$ cat src/rtl/fighter_health_ctrl_pkg.sv
// ----------------------------------------------------------------------------
// fighter_pkg
//   Shared definitions for the fighter health controller: datapath widths,
//   FSM state encoding, winner codes and the saturating damage subtract.
// ----------------------------------------------------------------------------
package fighter_pkg;

  localparam int HEALTH_W = 9;
  localparam int DMG_W    = 8;

  // FSM state encoding (kept as plain 2-bit constants so legacy code that
  // compares raw state bits keeps working).
  localparam logic [1:0] ST_IDLE    = 2'd0;
  localparam logic [1:0] ST_FIGHT   = 2'd1;
  localparam logic [1:0] ST_KO_WAIT = 2'd2;
  localparam logic [1:0] ST_KO      = 2'd3;

  typedef enum logic [1:0] {
    WIN_NONE = 2'b00,
    WIN_L    = 2'b01,
    WIN_R    = 2'b10,
    WIN_DRAW = 2'b11
  } winner_t;

  // Health minus zero-extended damage, clamped at zero.
  function automatic logic [HEALTH_W-1:0] sat_sub(input logic [HEALTH_W-1:0] h,
                                                  input logic [DMG_W-1:0]    d);
    logic [HEALTH_W-1:0] d_ext;
    d_ext = {{(HEALTH_W-DMG_W){1'b0}}, d};
    return (h > d_ext) ? (h - d_ext) : '0;
  endfunction

  // Winner from the post-hit "health is zero" flags of both players.
  function automatic winner_t winner_code(input logic l_zero, input logic r_zero);
    if (l_zero && r_zero) return WIN_DRAW;
    else if (l_zero)      return WIN_R;
    else if (r_zero)      return WIN_L;
    else                  return WIN_NONE;
  endfunction

endpackage

$ cat src/rtl/fighter_health_ctrl_if.sv
// ----------------------------------------------------------------------------
// fighter_health_ctrl_if
//   Bundles the combat-side hit handshakes, the status-bar health loop and
//   the round status outputs of the health controller.
//   master : combat logic / status bar side (drives hits, round_start,
//            final_health; observes everything else)
//   slave  : the health controller itself
// ----------------------------------------------------------------------------
interface fighter_health_ctrl_if;
  import fighter_pkg::*;

  logic                round_start;
  logic                hit_valid_l;
  logic [DMG_W-1:0]    hit_dmg_l;
  logic                hit_ready_l;
  logic                hit_valid_r;
  logic [DMG_W-1:0]    hit_dmg_r;
  logic                hit_ready_r;
  logic [HEALTH_W-1:0] final_health_l;
  logic [HEALTH_W-1:0] final_health_r;
  logic [HEALTH_W-1:0] curr_health_l;
  logic [HEALTH_W-1:0] curr_health_r;
  logic                round_active;
  logic                ko;
  logic [1:0]          winner;

  modport master (
    output round_start,
    output hit_valid_l, hit_dmg_l, hit_valid_r, hit_dmg_r,
    output final_health_l, final_health_r,
    input  hit_ready_l, hit_ready_r,
    input  curr_health_l, curr_health_r,
    input  round_active, ko, winner
  );

  modport slave (
    input  round_start,
    input  hit_valid_l, hit_dmg_l, hit_valid_r, hit_dmg_r,
    input  final_health_l, final_health_r,
    output hit_ready_l, hit_ready_r,
    output curr_health_l, curr_health_r,
    output round_active, ko, winner
  );

endinterface

$ cat src/rtl/fighter_health_ctrl_channel.sv
// ----------------------------------------------------------------------------
// health_channel
//   One player's health: health register, saturating damage subtract,
//   invulnerability counter and hit-ready generation.
//   clk, rst_n : clock, synchronous active-low reset
//   enable     : round is in FIGHT; hits only accepted while high
//   reload     : round (re)start; reload health, clear invulnerability,
//                and ignore any hit offered in the same cycle
//   hit_valid, hit_dmg : offered hit
//   health     : registered current health
//   ready      : hit can be accepted this cycle
//   next_zero  : health after this cycle's update will be zero
// ----------------------------------------------------------------------------
module health_channel
  import fighter_pkg::*;
#(
  parameter int MAX_HEALTH    = 300,
  parameter int INVULN_CYCLES = 25_000_000
) (
  input  logic                clk,
  input  logic                rst_n,
  input  logic                enable,
  input  logic                reload,
  input  logic                hit_valid,
  input  logic [DMG_W-1:0]    hit_dmg,
  output logic [HEALTH_W-1:0] health,
  output logic                ready,
  output logic                next_zero
);

  localparam int INV_W = (INVULN_CYCLES > 0) ? $clog2(INVULN_CYCLES + 1) : 1;
  localparam logic [INV_W-1:0]    INV_LOAD  = INV_W'(INVULN_CYCLES);
  localparam logic [HEALTH_W-1:0] HEALTH_INIT = HEALTH_W'(MAX_HEALTH);

  logic [HEALTH_W-1:0] health_reg, health_next;
  logic [INV_W-1:0]    invuln_reg, invuln_next;
  logic                accept;

  // Ready depends only on the counter (and round state), never on valid.
  assign ready  = enable && (invuln_reg == '0);
  assign accept = ready && hit_valid && !reload;

  always_comb begin
    health_next = health_reg;
    invuln_next = (invuln_reg != '0) ? invuln_reg - 1'b1 : invuln_reg;
    if (reload) begin
      health_next = HEALTH_INIT;
      invuln_next = '0;
    end else if (accept) begin
      // Zero-damage hits still start a fresh invulnerability window.
      health_next = sat_sub(health_reg, hit_dmg);
      invuln_next = INV_LOAD;
    end
  end

  always_ff @(posedge clk) begin
    if (!rst_n) begin
      health_reg <= HEALTH_INIT;
      invuln_reg <= '0;
    end else begin
      health_reg <= health_next;
      invuln_reg <= invuln_next;
    end
  end

  assign health    = health_reg;
  assign next_zero = (health_next == '0);

endmodule

$ cat src/rtl/fighter_health_ctrl.sv
// ----------------------------------------------------------------------------
// fighter_health_ctrl
//   Per-player health producer for the status bar. Accepts hits over a
//   valid/ready handshake, applies saturating damage with a per-player
//   invulnerability window, and on a KO waits for the status bar's animated
//   health to catch up (or a timeout) before asserting ko and the winner.
//   clk   : system clock
//   rst_n : synchronous active-low reset
//   bus   : slave side of fighter_health_ctrl_if (round_start, hit
//           handshakes, final_health_l/r in; curr_health_l/r,
//           round_active, ko, winner out)
// ----------------------------------------------------------------------------
module fighter_health_ctrl
  import fighter_pkg::*;
#(
  parameter int MAX_HEALTH    = 300,
  parameter int INVULN_CYCLES = 25_000_000,
  parameter int KO_TIMEOUT    = 200_000_000
) (
  input  logic                 clk,
  input  logic                 rst_n,
  fighter_health_ctrl_if.slave bus
);

  localparam int TO_W = (KO_TIMEOUT > 1) ? $clog2(KO_TIMEOUT + 1) : 1;
  localparam logic [TO_W-1:0] TO_LAST = TO_W'(KO_TIMEOUT - 1);

  logic [1:0]          state_reg, state_next;
  winner_t             winner_reg, winner_next;
  logic [TO_W-1:0]     ko_cnt_reg, ko_cnt_next;
  logic                round_active_reg, ko_reg;

  // Index 0 = left player, 1 = right player.
  logic [1:0]          hit_valid;
  logic [DMG_W-1:0]    hit_dmg   [2];
  logic [HEALTH_W-1:0] health    [2];
  logic [1:0]          ready;
  logic [1:0]          next_zero;
  logic                fight;
  logic                health_match;

  assign hit_valid  = {bus.hit_valid_r, bus.hit_valid_l};
  assign hit_dmg[0] = bus.hit_dmg_l;
  assign hit_dmg[1] = bus.hit_dmg_r;
  assign fight      = (state_reg == ST_FIGHT);

  genvar gi;
  generate
    for (gi = 0; gi < 2; gi++) begin : g_chan
      health_channel #(
        .MAX_HEALTH    (MAX_HEALTH),
        .INVULN_CYCLES (INVULN_CYCLES)
      ) u_chan (
        .clk       (clk),
        .rst_n     (rst_n),
        .enable    (fight),
        .reload    (bus.round_start),
        .hit_valid (hit_valid[gi]),
        .hit_dmg   (hit_dmg[gi]),
        .health    (health[gi]),
        .ready     (ready[gi]),
        .next_zero (next_zero[gi])
      );
    end
  endgenerate

  // The renderer has caught up once its animated values equal ours.
  assign health_match = (bus.final_health_l == health[0]) &&
                        (bus.final_health_r == health[1]);

  always_comb begin
    state_next  = state_reg;
    winner_next = winner_reg;
    ko_cnt_next = '0;
    if (bus.round_start) begin
      state_next  = ST_FIGHT;
      winner_next = WIN_NONE;
    end else begin
      case (state_reg)
        ST_FIGHT: begin
          // Winner is captured from the post-hit values on the KO edge.
          if (next_zero != 2'b00) begin
            state_next  = ST_KO_WAIT;
            winner_next = winner_code(next_zero[0], next_zero[1]);
          end
        end
        ST_KO_WAIT: begin
          ko_cnt_next = ko_cnt_reg + 1'b1;
          if (health_match || (ko_cnt_reg == TO_LAST)) begin
            state_next = ST_KO;
          end
        end
        default: ;
      endcase
    end
  end

  always_ff @(posedge clk) begin
    if (!rst_n) begin
      state_reg        <= ST_IDLE;
      winner_reg       <= WIN_NONE;
      ko_cnt_reg       <= '0;
      round_active_reg <= 1'b0;
      ko_reg           <= 1'b0;
    end else begin
      state_reg        <= state_next;
      winner_reg       <= winner_next;
      ko_cnt_reg       <= ko_cnt_next;
      round_active_reg <= (state_next == ST_FIGHT);
      ko_reg           <= (state_next == ST_KO);
    end
  end

  assign bus.hit_ready_l   = ready[0];
  assign bus.hit_ready_r   = ready[1];
  assign bus.curr_health_l = health[0];
  assign bus.curr_health_r = health[1];
  assign bus.round_active  = round_active_reg;
  assign bus.ko            = ko_reg;
  assign bus.winner        = winner_reg;

endmodule

$ cat src/flat_wrapper.sv
// flat-port wrapper written by rule: the top's interface ports become plain ports
module fighter_health_ctrl_flat import fighter_pkg::*;
#(
  parameter int MAX_HEALTH    = 300,
  parameter int INVULN_CYCLES = 25_000_000,
  parameter int KO_TIMEOUT    = 200_000_000
)
  (clk, rst_n, bus_round_start, bus_hit_valid_l, bus_hit_dmg_l, bus_hit_valid_r, bus_hit_dmg_r, bus_final_health_l, bus_final_health_r, bus_hit_ready_l, bus_hit_ready_r, bus_curr_health_l, bus_curr_health_r, bus_round_active, bus_ko, bus_winner);
  fighter_health_ctrl_if bus_i ();
  input  logic clk;
  input  logic rst_n;
  input wire logic [$bits(bus_i.round_start)-1:0] bus_round_start;
  input wire logic [$bits(bus_i.hit_valid_l)-1:0] bus_hit_valid_l;
  input wire logic [$bits(bus_i.hit_dmg_l)-1:0] bus_hit_dmg_l;
  input wire logic [$bits(bus_i.hit_valid_r)-1:0] bus_hit_valid_r;
  input wire logic [$bits(bus_i.hit_dmg_r)-1:0] bus_hit_dmg_r;
  input wire logic [$bits(bus_i.final_health_l)-1:0] bus_final_health_l;
  input wire logic [$bits(bus_i.final_health_r)-1:0] bus_final_health_r;
  output wire logic [$bits(bus_i.hit_ready_l)-1:0] bus_hit_ready_l;
  output wire logic [$bits(bus_i.hit_ready_r)-1:0] bus_hit_ready_r;
  output wire logic [$bits(bus_i.curr_health_l)-1:0] bus_curr_health_l;
  output wire logic [$bits(bus_i.curr_health_r)-1:0] bus_curr_health_r;
  output wire logic [$bits(bus_i.round_active)-1:0] bus_round_active;
  output wire logic [$bits(bus_i.ko)-1:0] bus_ko;
  output wire logic [$bits(bus_i.winner)-1:0] bus_winner;
  assign bus_i.round_start = bus_round_start;
  assign bus_i.hit_valid_l = bus_hit_valid_l;
  assign bus_i.hit_dmg_l = bus_hit_dmg_l;
  assign bus_i.hit_valid_r = bus_hit_valid_r;
  assign bus_i.hit_dmg_r = bus_hit_dmg_r;
  assign bus_i.final_health_l = bus_final_health_l;
  assign bus_i.final_health_r = bus_final_health_r;
  assign bus_hit_ready_l = bus_i.hit_ready_l;
  assign bus_hit_ready_r = bus_i.hit_ready_r;
  assign bus_curr_health_l = bus_i.curr_health_l;
  assign bus_curr_health_r = bus_i.curr_health_r;
  assign bus_round_active = bus_i.round_active;
  assign bus_ko = bus_i.ko;
  assign bus_winner = bus_i.winner;
  fighter_health_ctrl #(.MAX_HEALTH(MAX_HEALTH), .INVULN_CYCLES(INVULN_CYCLES), .KO_TIMEOUT(KO_TIMEOUT)) u_core (.clk(clk), .rst_n(rst_n), .bus(bus_i));
endmodule
$ cat config.mk
export PLATFORM = sky130hd
export DESIGN_NAME = fighter_health_ctrl_flat
export DESIGN_NICKNAME = d
export VERILOG_FILES = /design/src/rtl/fighter_health_ctrl_pkg.sv /design/src/rtl/fighter_health_ctrl_if.sv /design/src/rtl/fighter_health_ctrl_channel.sv /design/src/rtl/fighter_health_ctrl.sv /design/src/flat_wrapper.sv
export SDC_FILE = /design/constraint.sdc
export NUM_CORES = 1
export LEC_CHECK = 0
export CORE_MARGIN = 5
export CORE_UTILIZATION = 52
export DETAILED_ROUTE_END_ITERATION = 8
export PLACE_DENSITY = 0.89
export SLEW_MARGIN = 20
export SYNTH_ARGS = -nofsm -noshare
export SYNTH_HDL_FRONTEND = slang
export SYNTH_HIERARCHICAL = 1
export SYNTH_SLANG_ARGS = --single-unit
$ cat constraint.sdc
create_clock -name clk -period 3.4 [get_ports clk]
set_input_delay 0.68 -clock clk [delete_from_list [all_inputs] [get_ports clk]]
set_output_delay 0.68 -clock clk [all_outputs]
set_load 0.03 [all_outputs]
# Yosys cells after proc, flatten, opt, wreduce, memory -nomap -nowiden
# Index checks and enable logic that the tools add are counted.
classes:
  n_lt_le_gt_ge: 2
  eq_ne: 7
  muxes: 17
  bitwise: 2
  addsub: 5
  n_reduce_logical: 24
op_table:
  columns: ["op", "n"]
  rows:
  - ["25-bit two-way mux", 4]
  - ["9-bit two-way mux", 6]
  - ["25-bit logical NOT", 2]
  - ["25-bit nonzero test", 2]
  - ["25-bit by 1-bit subtractor with 25-bit output, second input constant", 2]
  - ["28-bit by 1-bit adder with 28-bit output, second input constant", 1]
  - ["28-bit == test, second input constant", 1]
  - ["9-bit == test", 2]
  - ["9-bit by 8-bit greater-than comparator with 1-bit output", 2]
  - ["9-bit logical NOT", 2]
  - ["9-bit by 8-bit subtractor with 9-bit output", 2]
  - ["2-bit two-way mux", 5]
  - ["3-bit OR reduction", 3]
  - ["1-bit logical AND", 8]
  - ["2-bit nonzero test", 3]
  - ["2-bit by 1-bit == test with 1-bit output, second input constant", 2]
  - ["2-bit == test, second input constant", 2]
  - ["2-bit case mux with 2 select lines", 1]
  - ["1-bit inverter", 2]
  - ["2-bit AND reduction", 1]
  - ["2-bit OR reduction", 1]
  - ["1-bit logical NOT", 1]
  - ["1-bit logical OR", 1]
  - ["1-bit two-way mux", 1]
word_totals:
  ff_bits: 102
  wordCells: 68

# Depth between registers and ports, before layout
logic_depth:
  ltp_word: 12
  depth_mapped: 15

# By module
# Netlist, hierarchy kept.
by_module_without_submodules:
  columns: ["mod", "seq_area_each_um2", "cells_each", "instances", "area_each_um2"]
  rows:
  - ["health_channel at u_core.g_chan[1].u_chan", 680.7, 244, 1, 2045.7]
  - ["health_channel at u_core.g_chan[0].u_chan", 680.7, 240, 1, 1995.7]
  - ["fighter_health_ctrl", 680.7, 205, 1, 1793.0]

# Worst setup path after synthesis
# Ideal clock, no wire load.
synth_path:
  path_kind: "input to register"
  startpoint: "input port bus_hit_dmg_r[0]"
  endpoint: "register u_core.round_active_reg, in the netlist u_core/bus.round_active"
  stages: 14
  slack_ns: 0.086
  t_required_ns: 3.281
  arrival_ns: 3.195
  path_cell_list: "ha_1 inv_1 fa_1 xor2_1 nor3_1 o211ai_1 or3_1 o41ai_1 and3_1 nor2_1 a311oi_1 o21bai_1 o31a_1 a21oi_1"
synth_between:
  elab_chain_cells: 10
synth_lines:
  columns: ["element", "line_no", "rtl"]
  rows:
  - ["from (decl)", "flat_wrapper.sv:16", "input wire logic [$bits(bus_i.hit_dmg_r)-1:0] bus_hit_dmg_r;"]
  - ["9-bit by 8-bit subtractor with 9-bit output / 9-bit by 8-bit greater-than comparator with 1-bit output (equally long branches)", "fighter_health_ctrl_pkg.sv:30", "return (h > d_ext) ? (h - d_ext) : '0;"]
  - ["9-bit two-way mux *", "fighter_health_ctrl_pkg.sv:30", null]
  - ["9-bit two-way mux *", "fighter_health_ctrl_channel.sv:49", "end else if (accept) begin"]
  - ["9-bit two-way mux *", "fighter_health_ctrl_channel.sv:46", "if (reload) begin"]
  - ["9-bit logical NOT *", "fighter_health_ctrl_channel.sv:67", "assign next_zero = (health_next == '0);"]
  - ["net u_core.next_zero[1]", "fighter_health_ctrl.sv:38", "logic [1:0] next_zero;"]
  - ["2-bit nonzero test *", "fighter_health_ctrl.sv:82", "if (next_zero != 2'b00) begin"]
  - ["2-bit two-way mux *", "fighter_health_ctrl.sv:82", null]
  - ["2-bit case mux with 2 select lines *", "fighter_health_ctrl.sv:79", "case (state_reg)"]
  - ["2-bit two-way mux *", "fighter_health_ctrl.sv:75", "if (bus.round_start) begin"]
  - ["2-bit by 1-bit == test with 1-bit output *", "fighter_health_ctrl.sv:109", "round_active_reg <= (state_next == ST_FIGHT);"]
  - ["to (signal assigned)", "fighter_health_ctrl.sv:109", null]
  - ["to (decl)", "fighter_health_ctrl.sv:31", "logic round_active_reg, ko_reg;"]
# The timed path passes the listed nets; every way through them passes the cells marked *.
# A chain may end at the register's enable or synchronous reset.

# Worst setup path after layout
layout_path:
  startpoint: "register u_core.g_chan[0].u_chan.invuln_reg[6]"
  endpoint: "register u_core.ko_reg, in the netlist u_core/bus.ko"
layout_between:
  elab_chain_cells: 12
layout_lines:
  columns: ["element", "line_no", "rtl"]
  rows:
  - ["from (decl)", "fighter_health_ctrl_channel.sv:36", "logic [INV_W-1:0] invuln_reg, invuln_next;"]
  - ["from (signal assigned)", "fighter_health_ctrl_channel.sv:62", "invuln_reg <= invuln_next;"]
  - ["25-bit logical NOT", "fighter_health_ctrl_channel.sv:40", "assign ready = enable && (invuln_reg == '0);"]
  - ["1-bit logical AND", "fighter_health_ctrl_channel.sv:40", null]
  - ["1-bit logical AND (2 in a row)", "fighter_health_ctrl_channel.sv:41", "assign accept = ready && hit_valid && !reload;"]
  - ["9-bit two-way mux", "fighter_health_ctrl_channel.sv:49", null]
  - ["9-bit two-way mux", "fighter_health_ctrl_channel.sv:46", null]
  - ["9-bit logical NOT", "fighter_health_ctrl_channel.sv:67", null]
  - ["net u_core.next_zero[0]", "fighter_health_ctrl.sv:38", null]
  - ["2-bit nonzero test", "fighter_health_ctrl.sv:82", null]
  - ["2-bit two-way mux", "fighter_health_ctrl.sv:82", null]
  - ["2-bit case mux with 2 select lines", "fighter_health_ctrl.sv:79", null]
  - ["2-bit two-way mux", "fighter_health_ctrl.sv:75", null]
  - ["2-bit == test", "fighter_health_ctrl.sv:110", "ko_reg <= (state_next == ST_KO);"]
  - ["to (signal assigned)", "fighter_health_ctrl.sv:110", null]
  - ["to (decl)", "fighter_health_ctrl.sv:31", null]
# The timed path passes the listed nets, and every way through them passes these cells.

==> metrics <==
hold crit path type reg2reg; setup TNS -0.264 ns; Die Ht 116 um; pin count of the biggest net entering global routing 27; CTS clock-pin slew for the worst setup and hold paths 0.06 ns; most frequent cell after synthesis dfxtp_1; critical path type reg2reg; clock buffer depth 2; post-route ant nets 0; fin nets approximately 890; initial antenna violation count 0; FF+latch count, synth between 100 and 150; Netlist Area Pre-Place 5830 sq um; violated checks negative setup slack; Synth Area per Inst 8.47 sq um; max reg flops 50; Post-synth EDFFs 0; Yosys cell types 67; RSZ-0062 raised after global routing yes; first-pass GRT wire length 26800 um; final worst path period share 103%; Final Hold Fails 0; max-cap violations 0; die span in x 116 um; worst vdd ir 0.000629 V; Final Critical Period ~3.5 ns; synth top area cells dfxtp_1 35%, xnor2_1 6.6%, nor2_1 5.5%, xor2_1 5.4%, ha_1 5.1%; syn_nets 754; routability cong. 0.939; Die Area 13400 sq um; synth-to-layout area growth 31.6%; Critical Path End Type flop; Slew Limit Headroom 46.0%; status finished with violations; Worst-Margin Slew between 0.8 and 0.9 ns; setup violators final 4; total track usage 24.8%; fmax 0.287 GHz; dpl hpwl about 12000 um; Total Wirelength 17200 um; Final Util around 70%; Worst EP required 3.66 ns; share of the synthesized area in the top cell type 35.0%; TritonCTS buffer count 9; clock root cell clkbuf_16; Combinational Power Share approximately three fifths; static leakage about 3 nW; clock sink count 102; Total Power 6.62 mW; First-pass DRT Iterations 6; CTS tree done; Initial DRC Count 603; Slew Viols, Final 0; internal cell power 3.71 mW; vias in the first global route 5704; Residual DRC 0; io pins 63; Seq pwr share 26.9%; Via-to-Cell Ratio between 6 and 7; ant diodes 0; WHS 0.458 ns; via count approximately 6000; pwr dens roughly 860 nW/um^2; Worst setup SP type flop; Cell Rows 38; CP Data Arrival Time 3.75 ns; cts hold-fix bufs 0; Clock power frac 14.4%; layout cell share with drive strength beyond 1 20.0%; asr flop ratio synth 0%; prevailing post-synth register cell dfxtp_1; Seq/Total Area, Yosys 35.0%; Sw Share 44.0%; Overflow after GRT 0; CTS H-tree depth 3; YS warnings 6; Buffers on Ports 62; Synth top cells by count 102 x dfxtp_1, 85 x nor2_1, 44 x xnor2_1; Core ar. 10900 sq um; final worst slack -0.0879 ns; Clock Skew 0.00711 ns; Yosys top cell by area dfxtp_1; post-synthesis cell count 689; Clk Latency, worst-skew pair 0.34 ns; worst-path maximum fanout 3; worst slack, placed -0.625 ns; Net Switching slightly below 3 mW; initial core utilization 53.4%; wire length per cell 17.8 um
==> stage by stage <==
step	cell area, sq um	std cells
6_report	7680	968
5_1_grt	7680	968
4_1_cts	7440	961
3_5_place_dp	7060	942
3_3_place_gp	7060	942
2_1_floorplan	5830	689
==> per-layer routing <==
| layer | up-vias | track usage, % | routed length, um |
|---|---|---|---|
| met1 | 2790 | 28.4 | 6740 |
| met3 | 60 | 5.12 | 969 |
| li1 | 2721 | - | - |
| met4 | 0 | 9.44 | 607 |
| met5 | - | 0 | 0 |
| met2 | 262 | 45.3 | 8870 |
==> cell type report <==
type                       instances  area [sq um]
multi-input combinational        533          3830
fill                             770          3260
sequential                       102          2040
timing repair buffer             141          1210
clock buffer                      11           243
tap                              140           175
inverter                          36           135
clock inverter                     5          35.0
==> critical path, cell delays in order, from the launching register on <==
cell and delay (ns):
dfxtp_2 0.33, or4_4 0.55, or3_4 0.39, nand3b_4 0.19, nor4b_4 0.31, o21ai_2 0.11, or4_4 0.50, and4_4 0.22
nor2_4 0.08, a311oi_2 0.12, buf_4 0.18, nor2_2 0.10, nand4_1 0.14, a21boi_1 0.21
==> kinds of logic (layout without fill, tap and decap cells) <==
kind of cell | Yosys count | after routing | synth area share [%]
simple gates | 292 | 292 | 28.1
compound gates | 133 | 133 | 14.9
mux | 2 | 2 | 0.386
xor+xnor | 80 | 80 | 12.0
buf+inv | 54 | 193 | 3.82
fa+ha+maj | 26 | 26 | 5.83
flops | 102 | 102 | 35.0
==> power groups by stage <==
stage               Clock, mW  Sequential [mW]  Combinational, mW
CTS                     0.971             1.77               3.68
global route             1.02             1.82               4.17
global placement            0             1.75               3.38
floorplan                   0             1.73               2.78
finish                  0.955             1.78               3.89
detailed placement          0             1.78               3.58
==> cell usage in the layout, fill, tap and decap left out, types with 16 or more instances in the layout <==
master,n
nor3_1,27
dfxtp_1,101
xnor2_1,42
ha_1,16
buf_4,79
nand3_1,18
o21ai_0,20
clkdlybuf4s50_1,54
a21oi_1,42
nand2_1,40
inv_1,30
xor2_1,35
nor2_1,81
==> worst paths after layout <==
check | from | endpoint | slack, ns | cells after the start
max | u_core/g_chan[0].u_chan/invuln_reg[6] | u_core/bus.ko | -0.09 | 13
min | u_core/ko_cnt_reg[0] | u_core/ko_cnt_reg[0] | 0.46 | 1
max reg2reg | u_core/g_chan[0].u_chan/invuln_reg[6] | u_core/bus.ko | -0.09 | 13
min reg2reg | u_core/ko_cnt_reg[0] | u_core/ko_cnt_reg[0] | 0.46 | 1
==> timing repair <==
item,4_1_cts,5_1_grt
gates resized for setup,21,40
setup endpoints to repair,5,5
buffers inserted,3,7
pin swaps,21,25
(Power assumes the default switching activity.)
